[src/rtl/tile_line_fetcher_pkg.sv]
// ---------------------------------------------------------------------------
// tile_defs
//   Shared constants and types for the tile graphics fetch path.
//   - TILES_X / LINES     : line geometry (32 tile columns, 240 visible lines)
//   - MAP_A / PAT_A / D   : RAM address and data widths
//   - ROW_OFS / FY_W      : address packing, map = {row, col}, pattern = {tile, fine_y}
//   - fetch_state_t       : line fetcher FSM encoding
// ---------------------------------------------------------------------------
package tile_defs;

  localparam int TILES_X = 32;
  localparam int LINES   = 240;
  localparam int MAP_A   = 10;
  localparam int PAT_A   = 11;
  localparam int D       = 8;

  // Map address: row field starts at bit ROW_OFS, column below it.
  // Pattern address: fine_y occupies the low FY_W bits.
  localparam int ROW_OFS = 5;
  localparam int FY_W    = 3;

  typedef enum logic [2:0] {
    ST_IDLE  = 3'd0,
    ST_MAP_A = 3'd1,
    ST_MAP_D = 3'd2,
    ST_PAT_A = 3'd3,
    ST_PAT_D = 3'd4
  } fetch_state_t;

endpackage

[src/rtl/tile_line_fetcher_if.sv]
// ---------------------------------------------------------------------------
// tile_line_fetcher_if
//   Bundles the fetcher's control handshake, the two RAM read ports and the
//   line-buffer write port.
//   modport master : the fetcher (drives busy/done, RAM addresses, line buffer)
//   modport slave  : renderer + RAMs + line buffer (drive start/line/RAM data)
// ---------------------------------------------------------------------------
interface tile_line_fetcher_if;
  import tile_defs::*;

  logic             start;
  logic [7:0]       line;
  logic             busy;
  logic             done;
  logic [MAP_A-1:0] map_addr;
  logic [D-1:0]     map_dout;
  logic [PAT_A-1:0] pat_addr;
  logic [D-1:0]     pat_dout;
  logic             lb_we;
  logic [4:0]       lb_addr;
  logic [D-1:0]     lb_data;

  modport master (
    input  start, line, map_dout, pat_dout,
    output busy, done, map_addr, pat_addr, lb_we, lb_addr, lb_data
  );

  modport slave (
    output start, line, map_dout, pat_dout,
    input  busy, done, map_addr, pat_addr, lb_we, lb_addr, lb_data
  );

endinterface

[src/rtl/tile_line_fetcher_addr_gen.sv]
// ---------------------------------------------------------------------------
// tile_addr_gen
//   Combinational address generator for tile fetches; shared with a future
//   sprite fetcher.
//   line, scroll_y -> ey_new   : effective line, wrapped mod LINES
//   ey, k, scroll_tx -> map_addr : {ey[7:3], (k + scroll_tx) mod 32}
//   tile, ey -> pat_addr       : {tile, ey[2:0]}
// ---------------------------------------------------------------------------
module tile_addr_gen #(
  parameter int LINES = tile_defs::LINES,
  parameter int MAP_A = tile_defs::MAP_A,
  parameter int PAT_A = tile_defs::PAT_A,
  parameter int D     = tile_defs::D
) (
  input  logic [7:0]       line,
  input  logic [7:0]       scroll_y,
  output logic [7:0]       ey_new,
  input  logic [7:0]       ey,
  input  logic [4:0]       k,
  input  logic [4:0]       scroll_tx,
  input  logic [D-1:0]     tile,
  output logic [MAP_A-1:0] map_addr,
  output logic [PAT_A-1:0] pat_addr
);
  import tile_defs::*;

  logic [8:0] y_sum;
  logic [4:0] col;

  always_comb begin
    // Both operands are below LINES, so one conditional subtract is a full wrap.
    y_sum  = {1'b0, line} + {1'b0, scroll_y};
    ey_new = (y_sum >= 9'(LINES)) ? 8'(y_sum - 9'(LINES)) : y_sum[7:0];

    // 5-bit add wraps horizontally for free.
    col = k + scroll_tx;

    map_addr                      = '0;
    map_addr[MAP_A-1:ROW_OFS]     = ey[7:FY_W];
    map_addr[ROW_OFS-1:0]         = col;

    pat_addr                      = '0;
    pat_addr[PAT_A-1:FY_W]        = tile;
    pat_addr[FY_W-1:0]            = ey[FY_W-1:0];
  end

endmodule

[src/rtl/tile_line_fetcher.sv]
// ---------------------------------------------------------------------------
// tile_line_fetcher
//   Fetches one scanline of tile patterns: for each tile column k = 0..31 it
//   reads the map RAM (tile index) and then the pattern RAM (row byte) and
//   writes the byte to line-buffer column k. Each RAM read takes two cycles,
//   so a tile takes four and a line finishes with its last write in cycle 128
//   after the accepting edge, followed by a one-cycle done pulse.
//
//   Ports
//     clk, rst_n  : clock, asynchronous active-low reset
//     bus         : tile_line_fetcher_if.master
//                   start/line in, busy/done out, map/pat RAM read ports,
//                   line-buffer write port (lb_we, lb_addr, lb_data)
//     scroll_y, scroll_tx : only when SCROLL_EN is defined; sampled with start
//
//   Build option
//     SCROLL_EN : adds vertical (mod LINES) and horizontal (mod 32) scrolling
//                 of the RAM addressing; lb_addr is never scrolled.
// ---------------------------------------------------------------------------
module tile_line_fetcher #(
  parameter int TILES_X = tile_defs::TILES_X,
  parameter int LINES   = tile_defs::LINES,
  parameter int MAP_A   = tile_defs::MAP_A,
  parameter int PAT_A   = tile_defs::PAT_A,
  parameter int D       = tile_defs::D
) (
  input  logic clk,
  input  logic rst_n,
`ifdef SCROLL_EN
  input  logic [7:0] scroll_y,
  input  logic [4:0] scroll_tx,
`endif
  tile_line_fetcher_if.master bus
);
  import tile_defs::*;

  fetch_state_t     state_reg;
  logic [4:0]       k_reg;
  logic [7:0]       ey_reg;
  logic [4:0]       tx_reg;
  logic             busy_reg;
  logic             done_reg;
  logic             lb_we_reg;
  logic [4:0]       lb_addr_reg;
  logic [D-1:0]     lb_data_reg;
  logic [MAP_A-1:0] map_addr_reg;
  logic [PAT_A-1:0] pat_addr_reg;

  logic [7:0] sy_in;
  logic [4:0] tx_in;

`ifdef SCROLL_EN
  assign sy_in = scroll_y;
  assign tx_in = scroll_tx;
`else
  assign sy_in = '0;
  assign tx_in = '0;
`endif

  // The address generator serves two moments: the accepting edge (fresh
  // line/scroll inputs, k = 0) and the end of each tile (latched ey/scroll,
  // k + 1), so its inputs are muxed on idle.
  logic             idle;
  logic [7:0]       ey_new;
  logic [7:0]       ey_sel;
  logic [4:0]       k_sel;
  logic [4:0]       tx_sel;
  logic [MAP_A-1:0] map_addr_next;
  logic [PAT_A-1:0] pat_addr_next;
  logic             start_ok;

  assign idle   = (state_reg == ST_IDLE);
  assign ey_sel = idle ? ey_new : ey_reg;
  assign k_sel  = idle ? 5'd0 : k_reg + 5'd1;
  assign tx_sel = idle ? tx_in : tx_reg;

  // busy_reg is still high in the cycle of the last write and done_reg marks
  // the done cycle; starts in either are dropped.
  assign start_ok = idle && !busy_reg && !done_reg && bus.start &&
                    (bus.line < 8'(LINES));

  tile_addr_gen #(
    .LINES (LINES),
    .MAP_A (MAP_A),
    .PAT_A (PAT_A),
    .D     (D)
  ) u_addr_gen (
    .line      (bus.line),
    .scroll_y  (sy_in),
    .ey_new    (ey_new),
    .ey        (ey_sel),
    .k         (k_sel),
    .scroll_tx (tx_sel),
    .tile      (bus.map_dout),
    .map_addr  (map_addr_next),
    .pat_addr  (pat_addr_next)
  );

  always_ff @(posedge clk or negedge rst_n) begin
    if (!rst_n) begin
      state_reg    <= ST_IDLE;
      k_reg        <= '0;
      ey_reg       <= '0;
      tx_reg       <= '0;
      busy_reg     <= 1'b0;
      done_reg     <= 1'b0;
      lb_we_reg    <= 1'b0;
      lb_addr_reg  <= '0;
      lb_data_reg  <= '0;
      map_addr_reg <= '0;
      pat_addr_reg <= '0;
    end else begin
      lb_we_reg <= 1'b0;
      done_reg  <= 1'b0;
      case (state_reg)
        ST_IDLE: begin
          if (busy_reg) begin
            // Cycle after the last write: close out the line.
            busy_reg <= 1'b0;
            done_reg <= 1'b1;
            k_reg    <= '0;
          end else if (start_ok) begin
            ey_reg       <= ey_new;
            tx_reg       <= tx_in;
            k_reg        <= '0;
            busy_reg     <= 1'b1;
            map_addr_reg <= map_addr_next;
            state_reg    <= ST_MAP_A;
          end
        end
        ST_MAP_A: state_reg <= ST_MAP_D;
        ST_MAP_D: begin
          pat_addr_reg <= pat_addr_next;
          state_reg    <= ST_PAT_A;
        end
        ST_PAT_A: state_reg <= ST_PAT_D;
        ST_PAT_D: begin
          lb_we_reg   <= 1'b1;
          lb_addr_reg <= k_reg;
          lb_data_reg <= bus.pat_dout;
          if (k_reg == 5'(TILES_X - 1)) begin
            state_reg <= ST_IDLE;
          end else begin
            // Next tile's map address goes out on the same edge as this write.
            k_reg        <= k_reg + 5'd1;
            map_addr_reg <= map_addr_next;
            state_reg    <= ST_MAP_A;
          end
        end
        default: state_reg <= ST_IDLE;
      endcase
    end
  end

  assign bus.busy     = busy_reg;
  assign bus.done     = done_reg;
  assign bus.lb_we    = lb_we_reg;
  assign bus.lb_addr  = lb_addr_reg;
  assign bus.lb_data  = lb_data_reg;
  assign bus.map_addr = map_addr_reg;
  assign bus.pat_addr = pat_addr_reg;

endmodule

[src/flat_wrapper.sv]
// flat-port wrapper written by rule: the top's interface ports become plain ports
module tile_line_fetcher_flat import tile_defs::*;
#(
  parameter int TILES_X = tile_defs::TILES_X,
  parameter int LINES   = tile_defs::LINES,
  parameter int MAP_A   = tile_defs::MAP_A,
  parameter int PAT_A   = tile_defs::PAT_A,
  parameter int D       = tile_defs::D
)
  (clk, rst_n, bus_start, bus_line, bus_map_dout, bus_pat_dout, bus_busy, bus_done, bus_map_addr, bus_pat_addr, bus_lb_we, bus_lb_addr, bus_lb_data);
  tile_line_fetcher_if bus_i ();
  input  logic clk;
  input  logic rst_n;
  input wire logic [$bits(bus_i.start)-1:0] bus_start;
  input wire logic [$bits(bus_i.line)-1:0] bus_line;
  input wire logic [$bits(bus_i.map_dout)-1:0] bus_map_dout;
  input wire logic [$bits(bus_i.pat_dout)-1:0] bus_pat_dout;
  output wire logic [$bits(bus_i.busy)-1:0] bus_busy;
  output wire logic [$bits(bus_i.done)-1:0] bus_done;
  output wire logic [$bits(bus_i.map_addr)-1:0] bus_map_addr;
  output wire logic [$bits(bus_i.pat_addr)-1:0] bus_pat_addr;
  output wire logic [$bits(bus_i.lb_we)-1:0] bus_lb_we;
  output wire logic [$bits(bus_i.lb_addr)-1:0] bus_lb_addr;
  output wire logic [$bits(bus_i.lb_data)-1:0] bus_lb_data;
  assign bus_i.start = bus_start;
  assign bus_i.line = bus_line;
  assign bus_i.map_dout = bus_map_dout;
  assign bus_i.pat_dout = bus_pat_dout;
  assign bus_busy = bus_i.busy;
  assign bus_done = bus_i.done;
  assign bus_map_addr = bus_i.map_addr;
  assign bus_pat_addr = bus_i.pat_addr;
  assign bus_lb_we = bus_i.lb_we;
  assign bus_lb_addr = bus_i.lb_addr;
  assign bus_lb_data = bus_i.lb_data;
  tile_line_fetcher #(.TILES_X(TILES_X), .LINES(LINES), .MAP_A(MAP_A), .PAT_A(PAT_A), .D(D)) u_core (.clk(clk), .rst_n(rst_n), .bus(bus_i));
endmodule
[config.mk]
export PLATFORM = sky130hd
export DESIGN_NAME = tile_line_fetcher_flat
export DESIGN_NICKNAME = d
export VERILOG_FILES = /design/src/rtl/tile_line_fetcher_pkg.sv /design/src/rtl/tile_line_fetcher_if.sv /design/src/rtl/tile_line_fetcher_addr_gen.sv /design/src/rtl/tile_line_fetcher.sv /design/src/flat_wrapper.sv
export SDC_FILE = /design/constraint.sdc
export NUM_CORES = 1
export LEC_CHECK = 0
export BUFFER_PORTS_ARGS = -buffer_cell sky130_fd_sc_hd__buf_2
export CAP_MARGIN = 20
export CORE_ASPECT_RATIO = 0.9
export CORE_MARGIN = 1
export CORE_UTILIZATION = 46
export CTS_BUF_LIST = sky130_fd_sc_hd__clkbuf_16
export DETAILED_ROUTE_END_ITERATION = 7
export MAX_ROUTING_LAYER = met4
export PLACE_DENSITY_LB_ADDON = 0.05
export SLEW_MARGIN = 20
export SYNTH_ARGS = -nofsm -noshare
export SYNTH_HDL_FRONTEND = slang
export SYNTH_SLANG_ARGS = --single-unit
[constraint.sdc]
create_clock -name clk -period 2.1 [get_ports clk]
set_input_delay 0.42 -clock clk [delete_from_list [all_inputs] [get_ports clk]]
set_output_delay 0.42 -clock clk [all_outputs]
set_load 0.05 [all_outputs]
==> results.json, run 1 <==
{
  "end_kind": "flop",
  "post-route-min-period_ns": 1.98,
  "drc_errors": 0,
  "leakage_nw": 1.43,
  "track_usage_pct": 17.5,
  "start_util_pct": 49.5,
  "drive_above_1_share_pct": 49.6,
  "die_y_um": 68.8,
  "grt_setup_unrepaired": "false",
  "antenna_found_initial": 0,
  "num_vias": 1494,
  "grt_pass1_wl_um": 6820,
  "pwr-share-seq_pct": 35.1,
  "rows": 23,
  "cp.arrival_ns": 2.17,
  "postCtsHoldBufs": 0,
  "coreArea_um2": 4600,
  "synth_area_per_cell_um2": 13.9,
  "overflow": 0,
  "cts-htree-levels": 2,
  "worst_pin_slew_ns": 0.556,
  "numCtsBuffers": 5,
  "globalRouteMet3Util_pct": 4.87,
  "firstDrtPassIters": 4,
  "outcome": "complete, no violations",
  "clock_latency_ns": 0.28,
  "postRouteAntennaNets": 0,
  "final_cells": 298,
  "die_width_um": 76.2,
  "max_stage_delay_ns": 0.40,
  "areaGrowthSynthToFinish_pct": 25.0,
  "dpl_cell_area_um2": 2680,
  "met2_usage_pct": 28.9,
  "finalWirelength_um": 4210,
  "timing.max_cap.violations": 0,
  "fp.dieArea_um2": 5240,
  "synthCells": 164,
  "powerDensity_nw_per_um2": 1760,
  "cts.sinks": 53,
  "clock.fmax_ghz": 0.505,
  "hold_viol": 0,
  "port_buffers": 63,
  "clk_path_buf_depth": 2,
  "start_kind": "flop",
  "final_util_pct": 61.9,
  "path_clk_slew_ns": 0.07,
  "final_net_count": 265,
  "report.final.slew_viol_count": 0,
  "ys_types": 40,
  "crit_path_top_delay_cell": "dfrtp_1",
  "pwr-share-comb_pct": 49.4,
  "wl_per_cell_um": 14.1,
  "syn_area_um2": 2280,
  "largest_reg_flops": 11,
  "setup_tns_ns": 0,
  "post-route-period-util_pct": 94.2,
  "ir_worst_vdd_mv": 0.836,
  "cts_tree": "done",
  "crit_path_max_fanout": 8,
  "fin_area_um2": 2850,
  "skew_ns": 0.00507,
  "ioPinCount": 64,
  "vias_per_cell": 5.01,
  "dp_cells": 289,
  "synth_fp_nets": 194,
  "slew_headroom_pct": 62.9,
  "hold_path_class": "primary input to async pin",
  "synth_seq_area_share_pct": 58.2,
  "p_clk_share_pct": 15.5,
  "p_int_w": 0.00274,
  "first_iter_violations": 88,
  "synth_seq_cells": 53,
  "grt-busiest-layer": "met2",
  "grt_max_degree": 31,
  "switchingPower_w": 0.00227,
  "crit_type": "flop to flop",
  "synth_warnings": 0,
  "hpwlAfterDp_um": 3130,
  "clock-root-buffer": "clkbuf_16",
  "gp_congestion": 0.814,
  "grt_pass1_vias": 1436,
  "switching_share_pct": 45.2,
  "use_met1_pct": 21.3,
  "path_cells": "ha_1, and3_1, ha_2, nor4b_4, a31oi_4, buf_6, o31ai_1",
  "critPathRequiredTime_ns": 2.29,
  "finalSetupViolCount": 0,
  "diodes": 0
}
==> cells by family (layout without fill, tap and decap cells) <==
logic type | after synthesis | count (layout) | synth area share (%)
buffers and inverters | 11 | 83 | 3.73
AOI/OAI and AO/OA | 28 | 28 | 8.46
adders and majority gates | 3 | 3 | 1.65
xor gates and xnor gates | 3 | 3 | 1.15
DFF | 53 | 53 | 58.2
muxes | 33 | 33 | 17.1
and+or+nand+nor | 33 | 33 | 9.72
==> path summary, 6_finish.rpt <==
check                                              startpoint                            endpoint  slack, ns  depth (start not counted)
setup / recovery                  u_core.k_reg[0]$_DFFE_PN0P_  u_core.bus.map_addr[6]$_DFFE_PN0P_       0.12                          7
hold / removal                                          rst_n           u_core.bus.done$_DFF_PN0_       0.12                          1
setup reg to reg                  u_core.k_reg[0]$_DFFE_PN0P_  u_core.bus.map_addr[6]$_DFFE_PN0P_       0.12                          7
hold reg to reg            u_core.bus.map_addr[7]$_DFFE_PN0P_  u_core.bus.map_addr[7]$_DFFE_PN0P_       0.48                          2
max in group asynchronous                               rst_n         u_core.k_reg[4]$_DFFE_PN0P_       1.44                          2
min in group clk                              bus_pat_dout[4]   u_core.bus.lb_data[4]$_DFFE_PN0P_       0.35                          2
==> cell type report <==
cell class                 instances  area [um^2]
clock buffer                       5          125
sequential                        53         1330
inverter                           3         11.3
clock inverter                     3         18.8
fill                             406         1760
tap                               62         77.6
timing repair buffer              72          412
multi-input combinational        100          878
==> placed cells by master, fill, tap and decap left out, types with 2 or more instances in the layout <==
cell type and instances:
a21o_1 2, a21oi_1 4, a22o_1 4, and3_1 2
buf_12 2, buf_2 63, buf_4 6, clkbuf_16 5
clkinvlp_4 2, dfrtp_1 53, ha_1 2, inv_1 4
mux2_1 2, mux2_2 25, mux2_4 5, nand2_1 13
nor2_1 4, nor3b_1 2, o21ai_0 7, o21ai_1 3
o31ai_1 2, xnor2_1 2
==> repair_timing <==
action | CTS | global route
setup endpoints to repair | 0 | 2
buffers inserted | 0 | 1
resized for setup | 0 | 3
==> power by group through the flow <==
stage                     combinational [W]  sequential, W  clock, W
after CTS                           0.00246        0.00176  0.000801
final                               0.00247        0.00176  0.000778
after detailed placement            0.00245        0.00178         0
after global routing                0.00262        0.00182  0.000847
after floorplan                     0.00106        0.00265         0
after global placement              0.00241        0.00175         0
==> worst max-delay path, delay by kind of cell (launching register included) <==
family	cells	cell delay [ns]
flip-flops	1	0.40
buffers and inverters	1	0.19
adder cells (fa/ha/maj)	2	0.41
AND/OR/NAND/NOR	2	0.53
AO/OA/AOI/OAI	2	0.35
==> layer usage <==
metal  share of wire, %  wire [um]
met1                 45       1900
met2                 48       2040
met3                5.3        224
met4                1.2         49
met5                  0          0
==> through the flow <==
stage                     hold WS, ns  total power [W]  setup slack [ns]
final                           0.123          0.00501             0.122
after floorplan                 0.124          0.00371             0.139
after detailed placement        0.448          0.00423            0.0636
after CTS                       0.143          0.00502            0.0453
after global placement          0.435          0.00416             0.156
after global routing            0.172          0.00528           0.00913
==> synthesized netlist by cell type, drive strengths merged <==
cell | number | area share (%)
inv | 3 | 0.49
mux2i | 1 | 0.44
a311oi | 1 | 0.38
nor3 | 2 | 0.93
a21oi | 4 | 0.88
o21ba | 1 | 0.44
a21o | 2 | 0.66
and2 | 1 | 0.27
nand3 | 3 | 1.4
nor2 | 4 | 0.66
a22o | 4 | 1.5
o21a | 1 | 0.33
nand4 | 1 | 0.27
or3 | 1 | 0.27
a211oi | 1 | 0.33
and3b | 1 | 0.38
buf | 8 | 3.2
ha | 3 | 1.6
nand2b | 1 | 0.27
a31oi | 1 | 0.55
dfrtp | 53 | 58
mux2 | 32 | 17
a2111o | 1 | 0.49
xor2 | 1 | 0.38
nor3b | 3 | 1.5
nor4b | 1 | 1.0
o31ai | 2 | 0.66
nand2 | 13 | 2.1
and3 | 2 | 0.55
xnor2 | 2 | 0.77
o21ai | 10 | 2.2
Power figures use the tool's default switching activity.
==> run 2: changes to the inputs <==
Settings changed: ABC_AREA set to 1.
==> run 2 against run 1 <==
Compared with the run above:
- synthesized area decreased by 0.77%
- clock power about the same
- clock skew is 0.0013 ns lower
- final area down 2.5%
- die area fell by 0.74%
- critical endpoint is now u_core.bus.map_addr[3]$_DFFE_PN0P_
- highest routed layer unchanged
==> results.json, run 2 <==
{
  "ff2ff_path_depth": 10,
  "ys_types": 22,
  "post-route-period-util_pct": 79.1,
  "synthCells": 247,
  "diodes": 0,
  "grt_max_degree": 23,
  "track_usage_pct": 19.1,
  "postCtsHoldBufs": 0,
  "grt_pass1_wl_um": 7430,
  "clk_path_buf_depth": 2,
  "cts-htree-levels": 2,
  "coreArea_um2": 4580,
  "cp.arrival_ns": 1.89,
  "end_kind": "flop",
  "max_stage_delay_ns": 0.41,
  "yosys.area_share.adder_pct": 1.66,
  "switchingPower_w": 0.000513,
  "crit_path_max_fanout": 10,
  "hpwlAfterDp_um": 3180,
  "crit-reg2reg-capture": "u_core.bus.map_addr[3]$_DFFE_PN0P_",
  "clock-root-buffer": "clkbuf_16",
  "synth_seq_cells": 53,
  "pwr-share-seq_pct": 51.9,
  "postRouteAntennaNets": 0,
  "vias_per_cell": 4.66,
  "wl_per_cell_um": 11.3,
  "p_int_w": 0.00155,
  "synthFlopType": "dfrtp_1",
  "finalSetupViolCount": 0,
  "worst_path_most_repeated_cell": "nand2_1",
  "synth_top_cells_by_area": "dfrtp_1 59%, nand2_1 17%, mux2_2 4.0%",
  "met2_length_um": 1860,
  "hold_path_class": "primary input to async pin",
  "areaGrowthSynthToFinish_pct": 22.9,
  "leakage_nw": 1.49,
  "cts-resized-gates": 0,
  "switching_share_pct": 24.8,
  "start_util_pct": 49.4,
  "grt_setup_unrepaired": "false",
  "pwr-share-comb_pct": 10.6,
  "final_net_count": 345,
  "outcome": "complete, no violations",
  "crit_path_top_delay_cell": "dfrtp_1",
  "synth_fp_nets": 277,
  "p_clk_share_pct": 37.5,
  "syn_area_um2": 2260,
  "dr.max_layer_used": "met4",
  "synthXorXnorAreaFrac_pct": 0.387,
  "yosys.area.top_type": "dfrtp_1",
  "totalPowerFinal_w": 0.00207,
  "drive_above_1_share_pct": 28.8,
  "clock.fmax_ghz": 0.602,
  "gp_congestion": 0.829,
  "drc_errors": 0,
  "slew_headroom_pct": 69.7,
  "synth_commonest_cells": "100 x nand2_1, 53 x dfrtp_1, 19 x inv_1",
  "fp.dieArea_um2": 5200,
  "path_clk_slew_ns": 0.06,
  "port_buffers": 63,
  "critPathRequiredTime_ns": 2.33,
  "largest_reg_flops": 11,
  "synth_warnings": 0,
  "synth_top_family_by_area": "simple AND/OR/NAND/NOR gates",
  "wirelength_met1_um": 2150,
  "ir_worst_vdd_mv": 0.410,
  "synth-compound-area-share_pct": 3.54,
  "clock_latency_ns": 0.28,
  "synth-edff-count": 0,
  "synthMuxAreaShare_pct": 3.98,
  "async_flop_share_pct": 100,
  "synth_top_area_share_pct": 58.7,
  "skew_ns": 0.00374,
  "post-route-min-period_ns": 1.66,
  "first_iter_violations": 130,
  "reg2reg_from": "u_core.k_reg[1]$_DFFE_PN0P_",
  "finalWirelength_um": 4280,
  "antenna_found_initial": 0,
  "path_cells": "ha_1, nand2_1, nor2_1, ha_1, inv_1, o21ai_1, inv_2, nand2_4, nand2_1, nand2_1",
  "rows": 23,
  "synth_seq_area_share_pct": 58.7,
  "fin_area_um2": 2780,
  "setup_tns_ns": 0,
  "start_kind": "flop",
  "ioPinCount": 64,
  "crit_type": "flop to flop",
  "cts_tree": "done",
  "firstDrtPassIters": 4,
  "yosysMostFrequentCell": "nand2_1",
  "report.final.slew_viol_count": 0,
  "powerDensity_nw_per_um2": 744,
  "timing.max_cap.violations": 0,
  "synthSimpleGateAreaFrac_pct": 26.5,
  "mostFrequentLayoutCell": "nand2_1",
  "num_vias": 1763,
  "worst_pin_slew_ns": 0.454,
  "cts.sinks": 53,
  "dpl_cell_area_um2": 2640,
  "grt_pass1_vias": 1615,
  "numCtsBuffers": 5,
  "synth_area_per_cell_um2": 9.15,
  "die_width_um": 75.9,
  "die_y_um": 68.5,
  "r2r_setup_slack_ns": 0.44,
  "cts_setup_buffers": 0,
  "overflow": 0,
  "dr_wl_met3_um": 222,
  "final_cell_mix": "100 x nand2_1, 63 x buf_2, 53 x dfrtp_1",
  "hold_viol": 0
}
[run 2: cell type report]
cell class	instances	area, um^2
fill	409	1800
sequential	53	1330
multi-input combinational	168	816
timing repair buffer	66	338
clock buffer	5	125
inverter	21	78.8
tap	62	77.6
clock inverter	3	17.5
[run 2: how the worst max path moves through the flow]
| stage | from | to | slack (ns) | cells past startpoint |
|---|---|---|---|---|
| finish | u_core.k_reg[1]$_DFFE_PN0P_ | u_core.bus.map_addr[3]$_DFFE_PN0P_ | 0.44 | 10 |
| global route | u_core.k_reg[0]$_DFFE_PN0P_ | u_core.bus.map_addr[8]$_DFFE_PN0P_ | 0.23 | 10 |
| CTS | u_core.k_reg[0]$_DFFE_PN0P_ | u_core.bus.map_addr[3]$_DFFE_PN0P_ | 0.42 | 10 |
| detailed placement | bus_line[4] | u_core.ey_reg[7]$_DFFE_PN0P_ | 0.34 | 6 |
| global placement | bus_line[4] | u_core.ey_reg[0]$_DFFE_PN0P_ | 0.39 | 6 |
| floorplan | u_core.k_reg[0]$_DFFE_PN0P_ | u_core.bus.map_addr[3]$_DFFE_PN0P_ | 0.64 | 10 |
[run 2: worst max-delay path: cells and delay by family (launching register included)]
family                   cells  cell delay [ns]
buffers and inverters        2             0.19
AO/OA/AOI/OAI                1             0.21
adder cells (fa/ha/maj)      2             0.35
AND/OR/NAND/NOR              5             0.45
flip-flops                   1             0.41
[run 2: logic make-up after synthesis]
kind of cell | after synthesis
xor gates and xnor gates | 1
and+or+nand+nor | 140
AOI/OAI and AO/OA | 16
muxes | 8
adders and majority gates | 3
DFF | 53
buffers and inverters | 26
[run 2: routing by layer]
layer | up-vias | track usage, %
li1 | 914 | -
met1 | 797 | 26.1
met2 | 47 | 29.3
met3 | 5 | 4.21
met4 | 0 | 5.05
met5 | - | -
[run 2: per-stage QoR]
stage	util, %	setup WS [ns]	hold slack, ns	instances
after floorplan	-	0.636	0.124	247
after global placement	57.6	0.388	0.399	370
after detailed placement	57.6	0.344	0.410	370
after CTS	60.7	0.421	0.0918	378
after global routing	60.7	0.225	0.113	378
final	60.7	0.440	0.0760	378
[run 2: power groups by stage]
| stage | clock network, W | registers [W] | logic (W) |
|---|---|---|---|
| global route | 0.000849 | 0.00108 | 0.000238 |
| global placement | 0 | 0.00109 | 0.000220 |
| detailed placement | 0 | 0.00109 | 0.000222 |
| CTS | 0.000803 | 0.00107 | 0.000222 |
| finish | 0.000776 | 0.00107 | 0.000218 |
| floorplan | 0 | 0.00118 | 0.0000428 |
